==> src/rtl/fft_pkg.sv <==
// Shared FFT constants and the stage-scheduler state encoding and output bundle.
package fft_pkg;
  localparam int N      = 256;
  localparam int SIZE   = 8;
  localparam int STAGES = SIZE;

  // one-hot scheduler states
  typedef enum logic [5:0] {
    S_IDLE  = 6'b000001,
    S_ACK   = 6'b000010,
    S_START = 6'b000100,
    S_WAIT  = 6'b001000,
    S_SWAP  = 6'b010000,
    S_OUT   = 6'b100000
  } sched_state_e;

  typedef struct packed {
    logic       frame_ack;
    logic       stage_start;
    logic [3:0] stage_idx;
    logic       rd_bank;
    logic       out_valid;
    logic       out_bank;
    logic       busy;
  } sched_out_t;
endpackage

==> src/rtl/fft_sched_wdog.sv <==
// Stage watchdog: counts cycles since stage_start (the start cycle counts as one).
module fft_sched_wdog #(
  parameter int LIMIT = 1024
) (
  input  logic clk,
  input  logic rst_n,
  input  logic clr,
  input  logic cnt_en,
  output logic expired
);
  localparam int CW = $clog2(LIMIT + 1);

  logic [CW-1:0] cnt;

  always_ff @(posedge clk or negedge rst_n) begin
    if (!rst_n)                                 cnt <= '0;
    else if (clr)                               cnt <= CW'(1);
    else if (cnt_en && (cnt != CW'(LIMIT)))     cnt <= cnt + CW'(1);
  end

  // fires in the cycle whose increment would reach LIMIT
  assign expired = cnt_en && (cnt >= CW'(LIMIT - 1));
endmodule

==> src/rtl/fft_stage_scheduler.sv <==
// Radix-2 FFT stage sequencer over a ping-pong bank pair.
// Optional stage watchdog enabled by defining FFT_SCHED_WDOG_EN.
module fft_stage_scheduler
  import fft_pkg::*;
#(
  parameter int N           = fft_pkg::N,
  parameter int SIZE        = fft_pkg::SIZE,
  parameter int WDOG_CYCLES = 4 * N
) (
  input  logic       clk,
  input  logic       rst_n,
  input  logic       frame_rdy,
  output logic       frame_ack,
  output logic       stage_start,
  output logic [3:0] stage_idx,
  input  logic       stage_done,
  output logic       rd_bank,
  output logic       out_valid,
  input  logic       out_ready,
  output logic       out_bank,
  output logic       busy,
  output logic       err_timeout
);
  localparam logic [3:0] LAST = 4'(SIZE - 1);

  if (((1 << SIZE) != N) || (WDOG_CYCLES < 2) || (SIZE > 16) || (SIZE < 1)) begin : g_bad_cfg
    $error("fft_stage_scheduler: need N == 2**SIZE, 1 <= SIZE <= 16, WDOG_CYCLES >= 2");
  end

  sched_state_e st, nxt;
  sched_out_t   q, d;
  logic         timeout;

  always_ff @(posedge clk or negedge rst_n) begin
    if (!rst_n) begin
      st <= S_IDLE;
      q  <= '0;
    end else begin
      st <= nxt;
      q  <= d;
    end
  end

  // all outputs are registered from the next-state decode
  always_comb begin
    nxt           = st;
    d             = q;
    d.frame_ack   = 1'b0;
    d.stage_start = 1'b0;
    case (st)
      S_IDLE: if (frame_rdy) begin
        nxt         = S_ACK;
        d.frame_ack = 1'b1;
        d.stage_idx = '0;
        d.rd_bank   = 1'b0;
      end
      S_ACK: begin
        nxt           = S_START;
        d.stage_start = 1'b1;
      end
      S_START: nxt = S_WAIT;
      S_WAIT: begin
        if (stage_done) begin
          if (q.stage_idx == LAST) begin
            nxt         = S_OUT;
            d.out_valid = 1'b1;
            d.out_bank  = ~q.rd_bank;
          end else begin
            nxt = S_SWAP;
          end
        end else if (timeout) begin
          nxt = S_IDLE;
        end
      end
      S_SWAP: begin
        nxt           = S_START;
        d.stage_idx   = q.stage_idx + 4'd1;
        d.rd_bank     = ~q.rd_bank;
        d.stage_start = 1'b1;
      end
      S_OUT: if (out_ready) begin
        nxt         = S_IDLE;
        d.out_valid = 1'b0;
      end
      default: nxt = S_IDLE;
    endcase
    d.busy = (nxt != S_IDLE);
  end

`ifdef FFT_SCHED_WDOG_EN
  logic wd_expired;
  logic err_q;

  fft_sched_wdog #(.LIMIT(WDOG_CYCLES)) u_wdog (
    .clk     (clk),
    .rst_n   (rst_n),
    .clr     (q.stage_start),
    .cnt_en  (st == S_WAIT),
    .expired (wd_expired)
  );

  // a stage_done in the expiry cycle still wins
  assign timeout = wd_expired && !stage_done;

  always_ff @(posedge clk or negedge rst_n) begin
    if (!rst_n)                         err_q <= 1'b0;
    else if ((st == S_WAIT) && timeout) err_q <= 1'b1;
  end

  assign err_timeout = err_q;
`else
  assign timeout     = 1'b0;
  assign err_timeout = 1'b0;
`endif

  assign frame_ack   = q.frame_ack;
  assign stage_start = q.stage_start;
  assign stage_idx   = q.stage_idx;
  assign rd_bank     = q.rd_bank;
  assign out_valid   = q.out_valid;
  assign out_bank    = q.out_bank;
  assign busy        = q.busy;
endmodule

==> config.mk <==
export PLATFORM = sky130hd
export DESIGN_NAME = fft_stage_scheduler
export DESIGN_NICKNAME = d
export VERILOG_FILES = /design/src/rtl/fft_pkg.sv /design/src/rtl/fft_sched_wdog.sv /design/src/rtl/fft_stage_scheduler.sv
export SDC_FILE = /design/constraint.sdc
export NUM_CORES = 1
export LEC_CHECK = 0
export CAP_MARGIN = 20
export CORE_MARGIN = 2
export CORE_UTILIZATION = 48
export DETAILED_ROUTE_END_ITERATION = 10
export MAX_ROUTING_LAYER = met4
export PLACE_DENSITY_LB_ADDON = 0.25
export SETUP_SLACK_MARGIN = 0.05
export SYNTH_ARGS = -nofsm -noshare
export SYNTH_HDL_FRONTEND = slang
export SYNTH_HIERARCHICAL = 1
export SYNTH_SLANG_ARGS = --single-unit
==> constraint.sdc <==
create_clock -name clk -period 2 [get_ports clk]
set_clock_uncertainty 0.2 [all_clocks]
set_input_delay 0.4 -clock clk [delete_from_list [all_inputs] [get_ports clk]]
set_output_delay 0.4 -clock clk [all_outputs]
set_load 0.01 [all_outputs]
=== Word-level counts from Yosys, hierarchy flattened ===
Cells that the tools add are included.

* Memories kept: 0
* Word-level logic and storage cells: 42
* RAM bits: 0
* Bits in latches: 0
* Output and inout port bits: 11
* Bits in read-only memories: 0
* Input port bits: 5
* Register bits after elaboration: 16

* Equal/unequal tests: 12
* Mux-type cells: 14
* Shifts and indexed selects: 0
* Reductions and logical operators: 6
* Bitwise logic cells: 1
* Div/mod/pow operators: 0
* $lt $le $gt $ge: 0
* Multiply operators: 0
* Add/subtract/negate cells: 1

{| class="wikitable"
|+ Operators by type and width
! cell !! count
|-
| $pmux 6 s5 || 1
|-
| $mux 6 || 4
|-
| $pmux 5 s2 || 1
|-
| $ne 2x2->1 const B || 4
|-
| $eq 6x1->1 const B || 1
|-
| $eq 6x2->1 const B || 1
|-
| $eq 6x3->1 const B || 1
|-
| $eq 6x4->1 const B || 1
|-
| $eq 6x5->1 const B || 1
|-
| $eq 6x6->1 const B || 1
|-
| $ne 6x1->1 const B || 1
|-
| $mux 5 || 1
|-
| $add 4x1->4 const B || 1
|-
| $eq 4x3->1 const B || 1
|-
| $mux 1 || 4
|-
| $mux 2 || 2
|-
| $reduce_and 4->1 || 1
|-
| $reduce_bool 2->1 || 2
|-
| $reduce_and 3->1 || 1
|-
| $pmux 1 s2 || 1
|-
| $reduce_and 2->1 || 1
|-
| $reduce_or 2->1 || 1
|-
| $not 1->1 || 1
|}

=== Depth between registers and ports, before layout ===
* Depth in word-level cells: 5
* Mapped depth: 5
* Gate-level depth less buffers: 4

=== Least setup slack after synthesis ===
OpenSTA, ideal clock, no wires.

* Path kind: register to register
* From: reg st[0]
* To: reg q (netlist bit stage_idx[2])
* Path buffers: 1
* Arrival time: 1337 ps
* Path slack: 339 ps
* Stages on the path, launching flop included: 6
* Required time: 1676 ps
* Setup time: 124 ps
* Cell sequence: dfstp_2 buf_6 nor2b_1 and4_1 nor2_1 a211o_1

* Cells in the longest elaborated chain, start to end: 3
* Elaborated cells between the ends (all ways): 6
* Classes of those cells: eq/ne (3); mux (1); reduce/logical (2)

{| class="wikitable"
|+ Ends and longest elaborated chain
! item !! line !! RTL
|-
| start, declared || fft_stage_scheduler.sv:30 || <nowiki>sched_state_e st, nxt;</nowiki>
|-
| start signal, assigned || fft_stage_scheduler.sv:39 || <nowiki>st <= nxt;</nowiki>
|-
| $eq 6x1->1 or $eq 6x5->1 (tied branches) || fft_stage_scheduler.sv:50 || <nowiki>case (st)</nowiki>
|-
| $ne 2x2->1 (no line) or $reduce_bool 2->1 (tied branches) || -- ||
|-
| $reduce_and 2->1 (no line) || -- ||
|-
| end signal, assigned || fft_stage_scheduler.sv:37 || <nowiki>q <= '0;</nowiki>
|-
| end signal, assigned || fft_stage_scheduler.sv:40 || <nowiki>q <= d;</nowiki>
|-
| end, declared || fft_stage_scheduler.sv:31 || <nowiki>sched_out_t q, d;</nowiki>
|}

Parallel ways exist; a longest one is shown, timed or not.
A chain may end at the register's enable or synchronous reset.

=== Final worst setup path ===
* From: reg q (netlist bit stage_idx[2])
* To: out stage_idx[2]

{| class="wikitable"
|+ RTL lines
! item !! line !! RTL
|-
| end, declared || fft_stage_scheduler.sv:15 || <nowiki>output logic [3:0] stage_idx,</nowiki>
|}

No word-level cell between the ends.

==> flow_summary.yaml <==
run_status:
  status: "complete, no violations"
detailed_routing:
  wl_per_cell_um: 14.8
  antenna_left: 0
  drc: 0
  drtPass1Iterations: 6
  via_count: 607
  drt-total-wl_um: 1570
  first_iter_violations: 18
  viasPerCell: 5.73
synthesis:
  avgSynthCellArea_um2: 10.7
  synth.area.top_cells: "dfrtp_1 (48%), mux2i_1 (5.1%), nor2_1 (4.8%), dfstp_2 (3.3%), o21ai_0 (2.6%)"
  netlist_instances: 73
  netlist_area_um2: 785
  synth_edf_count: 0
  synth.ff_latch_count: 16
  synth.distinct_cells: 32
  async_flop_share_pct: 100
  synth_top_area_cell: "dfrtp_1"
  synth_top_area_share_pct: 47.8
  ys_seq_area_share_pct: 51.2
  netlist_top_cells_count: "dfrtp_1 (15), nor2_1 (10), nand2_1 (5)"
  yosysMostFrequentCell: "dfrtp_1"
  syn-num-nets: 79
  yosysWarnings: 6
  synth_ff_type: "dfrtp_1"
final_layout:
  insertedDiodeCount: 0
  area_delta_synth_final_pct: 23.9
  final-seq-area_um2: 402
  nFillCells: 136
  multi_input_comb_area_um2: 355
  drive_gt1_share_pct: 12.2
  final_cells: 106
  layout.nets: 97
setup_path:
  max_stage_delay_ns: 0.56
  required_ns: 1.40
  r2r-end: "stage_idx[3]"
  startpoint_type: "flip-flop"
  path_max_fanout: 6
  r2r_slack_ns: 0.18
  cp_cell_sequence: "clkdlybuf4s50_1"
  arrival_ns: 1.27
  r2r_start: "st[0]"
  crit_path_top_delay_cell: "clkdlybuf4s50_1"
  crit_type: "reg2out"
  cp-end-kind: "primary output"
  path_delay_family: "buffers and inverters"
  path_buf_inv: 1
  reg2reg_depth: 4
grt:
  grt_pass1_vias: 627
  antenna_found_initial: 0
  grt_max_degree: 11
  grt_use_total_pct: 19.0
  grt_pass1_wl_um: 2620
  overflow: 0
die:
  die_y_um: 44.4
  dieArea_mm2: 0.00197
  dieWidth_um: 44.4
  initial_utilization_pct: 51.5
  num_io_pins: 16
  num_rows: 14
  core_mm2: 0.00152
pwr:
  p_sw_share_pct: 34.0
  leakage_nw: 0.468
  comb_power_share_pct: 34.2
  p_seq_share_pct: 44.9
  p_clk_share_pct: 20.9
  switchingPower_mw: 0.346
  ir_worst_vdd_uv: 451
  power_density_mw_per_mm2: 1050
  internal_power_mw: 0.671
clock_network:
  cts_buffers: 3
  clockBufferDepth: 2
  insertion_delay_ns: 0.28
  cts-root-buf: "clkbuf_4"
  cts_max_level: 1
  postCtsSetupBuffers: 0
  cts_tree: "yes"
  cts.sinks: 16
  hold_buffers: 0
  cts_resized: 0
  clk_pin_slew_ns: 0.10
sta:
  drv_slew: 0
  holdWs_ns: 0.181
  min_period_ns: 1.87
  rsz0062_at_grt: "false"
  hold_viol: 0
  finalSetupViolations: 0
  fin_crit_sh_pct: 93.5
  max_clock_freq_mhz: 535
  tns_ns: 0
placed_design:
  hpwl_um: 1160
  gp_congestion: 0.833
  port_buffers: 14
  dp.cells: 102
hold_path:
  hold_class: "in2async"
job:
  maxCapViolCount: 0
[per-layer routing]
layer	track usage [%]	routed length, um	part of all wire, %	vias up
met5	-	0	0	-
met4	10.3	13	0.83	0
met3	3.67	58	3.7	2
met2	28.2	792	51	13
met1	24.3	704	45	293
li1	-	-	-	299
[power by group through the flow]
stage	registers (mW)	logic [mW]	clock network, mW
finish	0.457	0.348	0.212
global placement	0.462	0.332	0
CTS	0.457	0.347	0.218
detailed placement	0.464	0.344	0
global route	0.471	0.389	0.228
floorplan	0.450	0.248	0
[sequential cells by signal, summed over array words and instances, names as in the netlist]
signal / cells
st: 6
stage_idx: 4
busy: 1
frame_ack: 1
out_bank: 1
out_valid: 1
rd_bank: 1
stage_start: 1
[cell families after synthesis]
| family | share of synthesized area [%] |
|---|---|
| xor+xnor | 2.23 |
| simple gates | 25.5 |
| mux | 5.10 |
| compound gates | 10.4 |
| other cells | 0.478 |
| fa+ha+maj | 1.59 |
| buf+inv | 3.51 |
| flops | 51.2 |
[cells in the final DEF, fill, tap and decap left out, types with 2 or more instances in the layout]
cell / Yosys / layout
buf_4: 1 / 2
mux2i_1: 4 / 4
o21ai_0: 4 / 4
clkdlybuf4s50_1: 0 / 14
nand2_1: 5 / 5
nor3b_1: 2 / 2
and3_1: 2 / 2
dfrtp_1: 15 / 15
nand3_1: 3 / 3
and4_1: 2 / 2
clkbuf_4: 0 / 3
nor3_1: 2 / 2
a211o_1: 2 / 2
xor2_1: 2 / 2
nor2_1: 10 / 10
[cell type report]
cell class	instances	share of cell area, %
Inverter	1	0.386
Tap cell	16	2.06
Timing Repair Buffer	16	16.0
Clock buffer	4	3.73
Multi-Input combinational cell	53	36.6
Sequential cell	16	41.3
[through the flow]
step	power (mW)	utilization [%]	instance area, um^2	worst slack, ns
floorplan	0.697	-	785	0.339
global placement	0.794	61.4	936	0.161
detailed placement	0.808	61.4	936	0.105
CTS	1.02	63.8	972	0.116
global route	1.09	63.8	972	0.0713
finish	1.02	63.8	972	0.130
[worst max path at each step]
| stage | endpoint | slack [ns] | cells after the start | start |
|---|---|---|---|---|
| final | stage_idx[2] | 0.13 | 1 | stage_idx[2] |
| after floorplan | stage_idx[2] | 0.34 | 5 | st[0] |
| after CTS | stage_idx[0] | 0.12 | 1 | stage_idx[0] |
| after global placement | stage_idx[3] | 0.16 | 4 | frame_rdy |
| after global routing | stage_idx[2] | 0.07 | 1 | stage_idx[2] |
| after detailed placement | stage_idx[3] | 0.10 | 4 | frame_rdy |
(Power assumes the default switching activity.)
